$ cat src/rtl/pokemon_gfx_pkg.sv
// Shared graphics constants and types for the map/sprite compositors.
// Map is 320x240 8-bit colour indices; sprites are 16x24 with 17 frames.
package pokemon_gfx_pkg;

    localparam int MAP_W      = 320;
    localparam int MAP_H      = 240;
    localparam int SPR_W      = 16;
    localparam int SPR_H      = 24;
    localparam int SPR_FRAMES = 17;
    localparam logic [7:0] TRANSP_KEY = 8'h00;

    localparam int MAP_AW  = 19;
    localparam int CHAR_AW = 13;
    localparam int COORD_W = 9;
    localparam int FRAME_W = 5;
    localparam int PIX_W   = 8;

    // Per-frame view state captured at vertical blank.
    typedef struct packed {
        logic [COORD_W-1:0] cam_x;
        logic [COORD_W-1:0] cam_y;
        logic [COORD_W-1:0] char_x;
        logic [COORD_W-1:0] char_y;
        logic [FRAME_W-1:0] frame;
    } view_t;

endpackage

$ cat src/rtl/gfx_addr_gen.sv
// Combinational map/sprite address generator for one map-resolution pixel.
// Shared with other object compositors; all multiplies are by constants.
module gfx_addr_gen
    import pokemon_gfx_pkg::*;
(
    input  logic [COORD_W-1:0] i_mx,
    input  logic [COORD_W-1:0] i_my,
    input  logic [COORD_W-1:0] i_cam_x,
    input  logic [COORD_W-1:0] i_cam_y,
    input  logic [COORD_W-1:0] i_obj_x,
    input  logic [COORD_W-1:0] i_obj_y,
    input  logic [FRAME_W-1:0] i_frame,
    output logic [MAP_AW-1:0]  o_map_addr,
    output logic [CHAR_AW-1:0] o_char_addr,
    output logic               o_hit
);

    logic [9:0] w_sum_x;
    logic [9:0] w_sum_y;
    logic [9:0] w_wrap_x;
    logic [9:0] w_wrap_y;
    logic [9:0] w_sx;
    logic [9:0] w_sy;
    logic       w_in_x;
    logic       w_in_y;
    logic       w_frame_ok;

    // Camera offsets are below the map size, so one subtract wraps the sum.
    assign w_sum_x  = {1'b0, i_mx} + {1'b0, i_cam_x};
    assign w_sum_y  = {1'b0, i_my} + {1'b0, i_cam_y};
    assign w_wrap_x = (w_sum_x >= 10'(MAP_W)) ? (w_sum_x - 10'(MAP_W)) : w_sum_x;
    assign w_wrap_y = (w_sum_y >= 10'(MAP_H)) ? (w_sum_y - 10'(MAP_H)) : w_sum_y;

    assign o_map_addr = (MAP_AW'(w_wrap_y) * MAP_AW'(MAP_W)) + MAP_AW'(w_wrap_x);

    // Two's-complement offsets into the sprite; bit 9 set means left/above it.
    assign w_sx = {1'b0, i_mx} - {1'b0, i_obj_x};
    assign w_sy = {1'b0, i_my} - {1'b0, i_obj_y};

    assign w_in_x     = !w_sx[9] && (w_sx[8:0] < 9'(SPR_W));
    assign w_in_y     = !w_sy[9] && (w_sy[8:0] < 9'(SPR_H));
    assign w_frame_ok = (i_frame < FRAME_W'(SPR_FRAMES));
    assign o_hit      = w_in_x && w_in_y && w_frame_ok;

    assign o_char_addr = (CHAR_AW'(i_frame) * CHAR_AW'(SPR_W * SPR_H))
                       + (CHAR_AW'(w_sy[8:0]) * CHAR_AW'(SPR_W))
                       + CHAR_AW'(w_sx[8:0]);

endmodule

$ cat src/rtl/sprite_compositor.sv
// Three-stage compositor: overlays one animated sprite on a scrolling tile
// map at 2x scale, one pixel per clock, fixed 3-cycle latency.
module sprite_compositor
    import pokemon_gfx_pkg::*;
(
    input  logic               Clk,
    input  logic               Reset_n,
    input  logic               pix_valid,
    input  logic [9:0]         DrawX,
    input  logic [9:0]         DrawY,
    input  logic               frame_start,
    input  logic [COORD_W-1:0] cam_x,
    input  logic [COORD_W-1:0] cam_y,
    input  logic [COORD_W-1:0] char_x,
    input  logic [COORD_W-1:0] char_y,
    input  logic [FRAME_W-1:0] char_frame,
    output logic [MAP_AW-1:0]  map_addr,
    input  logic [PIX_W-1:0]   map_data,
    output logic [CHAR_AW-1:0] char_addr,
    input  logic [PIX_W-1:0]   char_data,
    output logic               out_valid,
    output logic [PIX_W-1:0]   pix_color,
    output logic               in_sprite
);

    // Stream protocol: pix_valid qualifies DrawX/DrawY on every cycle with no
    // backpressure; out_valid follows it exactly 3 cycles later, and both RAMs
    // return data the cycle after their address is registered.

    view_t               r_view;
    view_t               w_live;
    view_t               w_view;
    logic [MAP_AW-1:0]   r_map_addr;
    logic [CHAR_AW-1:0]  r_char_addr;
    logic                r_v1;
    logic                r_hit1;
    logic                r_v2;
    logic                r_hit2;
    logic                r_out_valid;
    logic [PIX_W-1:0]    r_pix_color;
    logic                r_in_sprite;
    logic [MAP_AW-1:0]   w_map_addr;
    logic [CHAR_AW-1:0]  w_char_addr;
    logic                w_hit;
    logic                w_use_spr;
    logic                w_unused_lsb;

    assign w_live = '{cam_x: cam_x, cam_y: cam_y, char_x: char_x,
                      char_y: char_y, frame: char_frame};

    // A pixel arriving with frame_start already sees the new view.
    assign w_view = frame_start ? w_live : r_view;

    assign w_unused_lsb = DrawX[0] ^ DrawY[0];

    gfx_addr_gen u_addr_gen (
        .i_mx        (DrawX[9:1]),
        .i_my        (DrawY[9:1]),
        .i_cam_x     (w_view.cam_x),
        .i_cam_y     (w_view.cam_y),
        .i_obj_x     (w_view.char_x),
        .i_obj_y     (w_view.char_y),
        .i_frame     (w_view.frame),
        .o_map_addr  (w_map_addr),
        .o_char_addr (w_char_addr),
        .o_hit       (w_hit)
    );

    always_ff @(posedge Clk or negedge Reset_n) begin
        if (!Reset_n) begin
            r_view <= '0;
        end else if (frame_start) begin
            r_view <= w_live;
        end
    end

    // Stage 1: RAM addresses; char_addr only moves on a sprite hit.
    always_ff @(posedge Clk or negedge Reset_n) begin
        if (!Reset_n) begin
            r_v1        <= 1'b0;
            r_hit1      <= 1'b0;
            r_map_addr  <= '0;
            r_char_addr <= '0;
        end else begin
            r_v1   <= pix_valid;
            r_hit1 <= pix_valid && w_hit;
            if (pix_valid) begin
                r_map_addr <= w_map_addr;
            end
            if (pix_valid && w_hit) begin
                r_char_addr <= w_char_addr;
            end
        end
    end

    // Stage 2: qualifiers travel with the RAM read.
    always_ff @(posedge Clk or negedge Reset_n) begin
        if (!Reset_n) begin
            r_v2   <= 1'b0;
            r_hit2 <= 1'b0;
        end else begin
            r_v2   <= r_v1;
            r_hit2 <= r_hit1;
        end
    end

    assign w_use_spr = r_hit2 && (char_data != TRANSP_KEY);

    // Stage 3: select and register the final colour; idle slots output zero.
    always_ff @(posedge Clk or negedge Reset_n) begin
        if (!Reset_n) begin
            r_out_valid <= 1'b0;
            r_pix_color <= '0;
            r_in_sprite <= 1'b0;
        end else begin
            r_out_valid <= r_v2;
            r_in_sprite <= r_v2 && w_use_spr;
            if (!r_v2) begin
                r_pix_color <= '0;
            end else if (w_use_spr) begin
                r_pix_color <= char_data;
            end else begin
                r_pix_color <= map_data;
            end
        end
    end

    assign map_addr  = r_map_addr;
    assign char_addr = r_char_addr;
    assign out_valid = r_out_valid;
    assign pix_color = r_pix_color;
    assign in_sprite = r_in_sprite;

endmodule

$ cat config.mk
export PLATFORM = sky130hd
export DESIGN_NAME = sprite_compositor
export DESIGN_NICKNAME = d
export VERILOG_FILES = /design/src/rtl/pokemon_gfx_pkg.sv /design/src/rtl/gfx_addr_gen.sv /design/src/rtl/sprite_compositor.sv
export SDC_FILE = /design/constraint.sdc
export NUM_CORES = 1
export LEC_CHECK = 0
export BUFFER_PORTS_ARGS = -buffer_cell sky130_fd_sc_hd__buf_4
export CAP_MARGIN = 20
export CORE_ASPECT_RATIO = 1.5
export CORE_MARGIN = 1
export CORE_UTILIZATION = 30
export CTS_CLUSTER_DIAMETER = 40
export DETAILED_ROUTE_END_ITERATION = 10
export GPL_ROUTABILITY_DRIVEN = 0
export PLACE_DENSITY = 0.57
export SYNTH_ARGS = -nofsm -noshare
export SYNTH_HDL_FRONTEND = slang
export SYNTH_HIERARCHICAL = 1
export SYNTH_SLANG_ARGS = --single-unit
$ cat constraint.sdc
create_clock -name Clk -period 5.1 [get_ports Clk]
set_input_delay 0.255 -clock Clk [delete_from_list [all_inputs] [get_ports Clk]]
set_output_delay 0.255 -clock Clk [all_outputs]
set_load 0.1 [all_outputs]
# Word-level counts from Yosys, hierarchy flattened
# Cells that the tools add are included.
totals:
  rom_bits: 0
  ramBits: 0
  input_bits: 81
  memories: 0
  register_bits: 87
  latchBits: 0
  elab_cells: 45
  out_inout_bits: 42
classes:
  add_sub_neg: 9
  n_reduce_logical: 10
  eq_ne: 0
  n_lt_le_gt_ge: 5
  div: 0
  mux: 5
  n_bitwise: 0
  mul: 2
  n_shift: 0
op_table:
  columns: ["op", "count"]
  rows:
  - ["2-to-1 mux 41 bit", 1]
  - ["adder 9 x 9 -> 10 bit", 2]
  - ["2-to-1 mux 10 bit", 2]
  - ["subtractor 9 x 9 -> 10 bit", 2]
  - ["adder 19 x 10 -> 19 bit", 1]
  - ["less-than comparator 9 x 5 -> 1 bit, second input constant", 2]
  - ["2-to-1 mux 8 bit", 2]
  - ["adder 13 bit", 1]
  - ["adder 13 x 9 -> 13 bit", 1]
  - ["multiplier 10 x 3 -> 13 bit, second input constant", 1]
  - ["greater-or-equal comparator 10 x 8 -> 1 bit, second input constant", 1]
  - ["greater-or-equal comparator 10 x 9 -> 1 bit, second input constant", 1]
  - ["subtractor 10 x 8 -> 10 bit, second input constant", 1]
  - ["subtractor 10 x 9 -> 10 bit, second input constant", 1]
  - ["nonzero test 8 bit", 1]
  - ["logical AND 1 bit", 7]
  - ["multiplier 5 x 2 -> 6 bit, second input constant", 1]
  - ["less-than comparator 5 bit, second input constant", 1]
  - ["zero test 1 bit", 2]

# Depth between registers and ports, before layout
depth:
  ltp_word: 7
  ltp_mapped: 29
  ltp_nobuf: 27

# Hierarchy
# The synthesis kept the hierarchy.
modules_own_cells:
  columns: ["module", "area_per_inst_um2", "n_inst", "cells_per_inst"]
  rows:
  - ["sprite_compositor", 3328.2, 1, 207]
  - ["gfx_addr_gen", 3095.5, 1, 398]

# Worst setup path after synthesis
# OpenSTA, ideal clock, no wires.
synth_path:
  path_kind: "input to register"
  start: "input port frame_start"
  end: "register r_map_addr[17], in the netlist map_addr[17]"
  required_time_ns: 4.975
  stages: 26
  t_arrival_ns: 5.344
  setup_slack_ns: -0.369
  n_path_buf: 2
  path_cell_list: "buf_2 buf_2 mux2_2 ha_1 inv_1 fa_1 nor2b_4 o21a_1 nor2_1 xnor2_1 ha_1 nor3b_1 and2_1 nor3_4 xnor2_1 ha_1 ha_1 a21o_1 a211o_1 a2111oi_2 nor3_2 xor2_1 nor4b_2 xnor2_1 xnor2_1 mux2_2"
synth_rtl:
  columns: ["element", "line_no", "source"]
  rows:
  - ["start, declared", "sprite_compositor.sv:11", "input logic frame_start,"]
  - ["end signal, assigned", "sprite_compositor.sv:88", "r_map_addr <= w_map_addr;"]
  - ["end, declared", "sprite_compositor.sv:33", "logic [MAP_AW-1:0] r_map_addr;"]

==> reports/results.ini <==
[clock_tree]
cts_buffers = 9
clk_pin_slew_ns = 0.07
ctsHtreeMaxLevel = 3
clock_latency_ns = 0.35
cts_tree = built
clockRootBuffer = clkbuf_16
clockBufferDepth = 2
clock-sinks = 87

[routing]
routedWlPerCell_um = 14.5
ant_nets = 0
wirelength_um = 15700
drc = 0
drtPass1Iterations = 6
drt_iter0_drc = 110
vias_per_cell = 4.67
route.vias.total = 5068

[critical_path]
cp_slowest_stage_delay_ns = 0.39
slowest_stage = or3_4
rrSetupSlack_ns = 0.01
cp_max_fo = 3
crit_path_end_kind = flip-flop
crit_type = flip-flop to flip-flop
critPathTopFamily = compound AO/OA/AOI/OAI gates
reg2reg_from = r_view[33]$_DFF_PN0_
cp_data_arrival_time_ns = 5.34
r2r_cells = 25
worstPathRequired_ns = 5.35
critical_path.startpoint = r_view[33]$_DFF_PN0_
cp-start-kind = flip-flop
worstReg2RegEnd = map_addr[17]$_DFFE_PN0P_
critPathBufInv = 1

[yosys]
yosys.cell_types.count = 60
avgSynthCellArea_sq_um = 10.6
ys.flop_type = dfrtp_1
netlist_area_sq_um = 6420
synth_area_leaders = dfrtp_1 (34%), ha_1 (15%), mux2_2 (12%), xnor2_1 (4.5%), inv_1 (3.7%)
synthArstFlopShare_pct = 100
syn_inst = 605
ys_ff_latch = 87
synth_nets = 774
yosysTopAreaCellShare_pct = 33.9
synth_top_cell_by_area = dfrtp_1
yosys_warnings = 6
synth_edf_count = 0
ys_seq_area_share_pct = 33.9

[sta]
period_share_pct = 99.8
min_period_ns = 5.09
drv_slew = 0
hold_viol_final = 0
rsz0062_at_grt = true
tns_ns = 0
skew_ns = 0.00996
worst_pin_slew_ns = 0.696
setup_violations = 0
relSlewSlack_pct = 53.6
fmax_ghz = 0.196

[global_routing]
antenna_found_initial = 0
gr-max-usage-layer = met2
gr-usage-met2_pct = 28.9
use_met3_pct = 2.24
overflow = 0
grt_pass1_wl_um = 25400
track_usage_pct = 15.0
grt_pass1_vias = 5364
gr-usage-met1_pct = 15.7
grt_start_max_net_pins = 54

[placement]
io_buffers = 120
hpwl_um = 12600
dp.cells = 1056

[pwr]
switching_share_pct = 43.3
pwr-share-clk_pct = 14.1
vdd_drop_max_mv = 0.356
p_leak_uw = 0.00427
p_int_uw = 2710
p_comb_share_pct = 68.3
seqPwrFrac_pct = 17.6
p_sw_uw = 2070
powerDensity_nw_per_um2 = 541
power_uw = 4780

[worst_hold_path]
worstHoldEndpoint = r_view[20]$_DFF_PN0_
min_from = char_x[6]
min_path_cells = 2
hp-class = input pin to flip-flop

[floorplan]
dieWidth_um = 121
initial_utilization_pct = 30.6
die_area_sq_um = 22000
core_sq_um = 21000
io_pins = 123
num_rows = 65
die_y_um = 181

[finish]
drive_gt1_share_pct = 42.8
diodes = 0
fin_util_pct = 42.1
finalNetCount = 982
area_growth_pct = 37.6
stdcell_count = 1085

[job]
cap_viol_max_count = 0

[run_status]
status = completed

[worst max path at each step]
stage,endpoint,slack (ns),cells past startpoint
global placement,map_addr[17]$_DFFE_PN0P_,-0.17,24
finish,map_addr[17]$_DFFE_PN0P_,0.01,25
global route,map_addr[17]$_DFFE_PN0P_,-0.34,26
floorplan,map_addr[17]$_DFFE_PN0P_,-0.17,25
CTS,map_addr[17]$_DFFE_PN0P_,-0.002,22
detailed placement,map_addr[17]$_DFFE_PN0P_,-0.22,24
[per-stage QoR]
stage / setup WS (ns) / hold slack [ns] / instance area (sq um)
2_1_floorplan: -0.174 / -0.0406 / 6490
3_3_place_gp: -0.174 / 0.256 / 8230
3_5_place_dp: -0.219 / 0.263 / 8230
4_1_cts: -0.00192 / 0.130 / 8570
5_1_grt: -0.338 / 0.145 / 8840
6_report: 0.00996 / 0.146 / 8840
[Yosys cell counts (all sizes together), types with 2 or more instances]
cell     count
buf          9
o21bai       2
and2         5
nor2        25
nor4         2
a21boi      11
a21o         9
o31ai        2
nor2b        7
o21a         8
mux2        75
o21ai       24
and4b        2
xor2        16
or2          3
fa          10
or3          4
a2111oi      2
o211ai       4
ha          78
dfrtp       87
nand2b       7
nor3        14
a211oi       4
nand3       10
nand2       23
mux2i        9
and3         2
xnor2       33
o2111ai      2
a21oi       37
inv         63
o2bb2ai      2
nor3b        3
[worst register-to-register path, cell delays in order (launching register included)]
cell and delay (ns):
dfrtp_1 0.37, mux2_4 0.29, ha_4 0.21, a21o_1 0.16, a21oi_2 0.17, o21ai_2 0.10, a211oi_2 0.21, nor2_1 0.08
xor2_1 0.18, inv_1 0.09, ha_2 0.16, nand2_1 0.04, or3_4 0.39, o41ai_4 0.27, a21oi_2 0.14, mux2_4 0.35
ha_4 0.25, a21o_1 0.09, a21o_1 0.13, a21oi_2 0.07, nor3_2 0.21, nand4_1 0.20, nor4b_4 0.30, xnor2_1 0.16
xnor2_1 0.09, mux2_4 0.26
[kinds of logic after synthesis]
group                      count (synthesis)  synth area share [%]
DFF                                       87                  33.9
muxes                                     84                  14.6
and+or+nand+nor                          113                  10.1
xor gates and xnor gates                  49                  6.68
buffers and inverters                     72                  4.46
AOI/OAI and AO/OA                        112                  12.0
adders and majority gates                 88                  18.3
[cell usage in the layout (no fill, tap or decap), types with 9 or more instances in the layout]
cell	Yosys	final
a21boi_1	9	9
a21oi_1	36	34
buf_4	2	203
clkbuf_16	0	9
dfrtp_1	87	87
ha_1	78	70
inv_1	63	61
mux2_2	70	64
mux2i_1	9	9
nand2_1	23	23
nand3_1	10	9
nor2_1	25	24
nor3_1	12	11
o21ai_0	18	14
xnor2_1	33	29
xor2_1	16	15
[power groups by stage]
| stage | combinational [uW] | sequential [uW] | clock (uW) |
|---|---|---|---|
| after global placement | 3020 | 855 | 0 |
| after detailed placement | 3050 | 858 | 0 |
| after CTS | 3100 | 845 | 701 |
| final | 3270 | 842 | 674 |
| after global routing | 3580 | 855 | 722 |
| after floorplan | 1580 | 1330 | 0 |
[sequential cells by signal (all words and copies together), names as in the netlist]
name       count
r_view        41
map_addr      19
char_addr     13
pix_color      8
in_sprite      1
out_valid      1
r_hit1         1
r_hit2         1
r_v1           1
r_v2           1
[what timing repair did]
action / 4_1_cts / 5_1_grt
buffers inserted: 1 / 12
hold buffers: 1 / 0
gates resized for setup: 7 / 39
pin swaps: 8 / 39
setup endpoints to repair: 1 / 9
hold endpoints to repair: 34 / 0
[metal layers]
layer / part of all wire, % / routed length, um
met2: 55 / 8720
met4: 2.1 / 329
met1: 39 / 6100
met5: 0 / 0
met3: 3.6 / 569
[cell type report]
cell class,instances,area (sq um)
clock buffers,11,243
clock inverters,4,53.8
fillers,2045,12100
inverters,63,236
multi-input cells,446,4230
flip-flops and latches,87,2180
well taps,268,335
repair buffers,206,1570
Power figures use the tool's default switching activity.
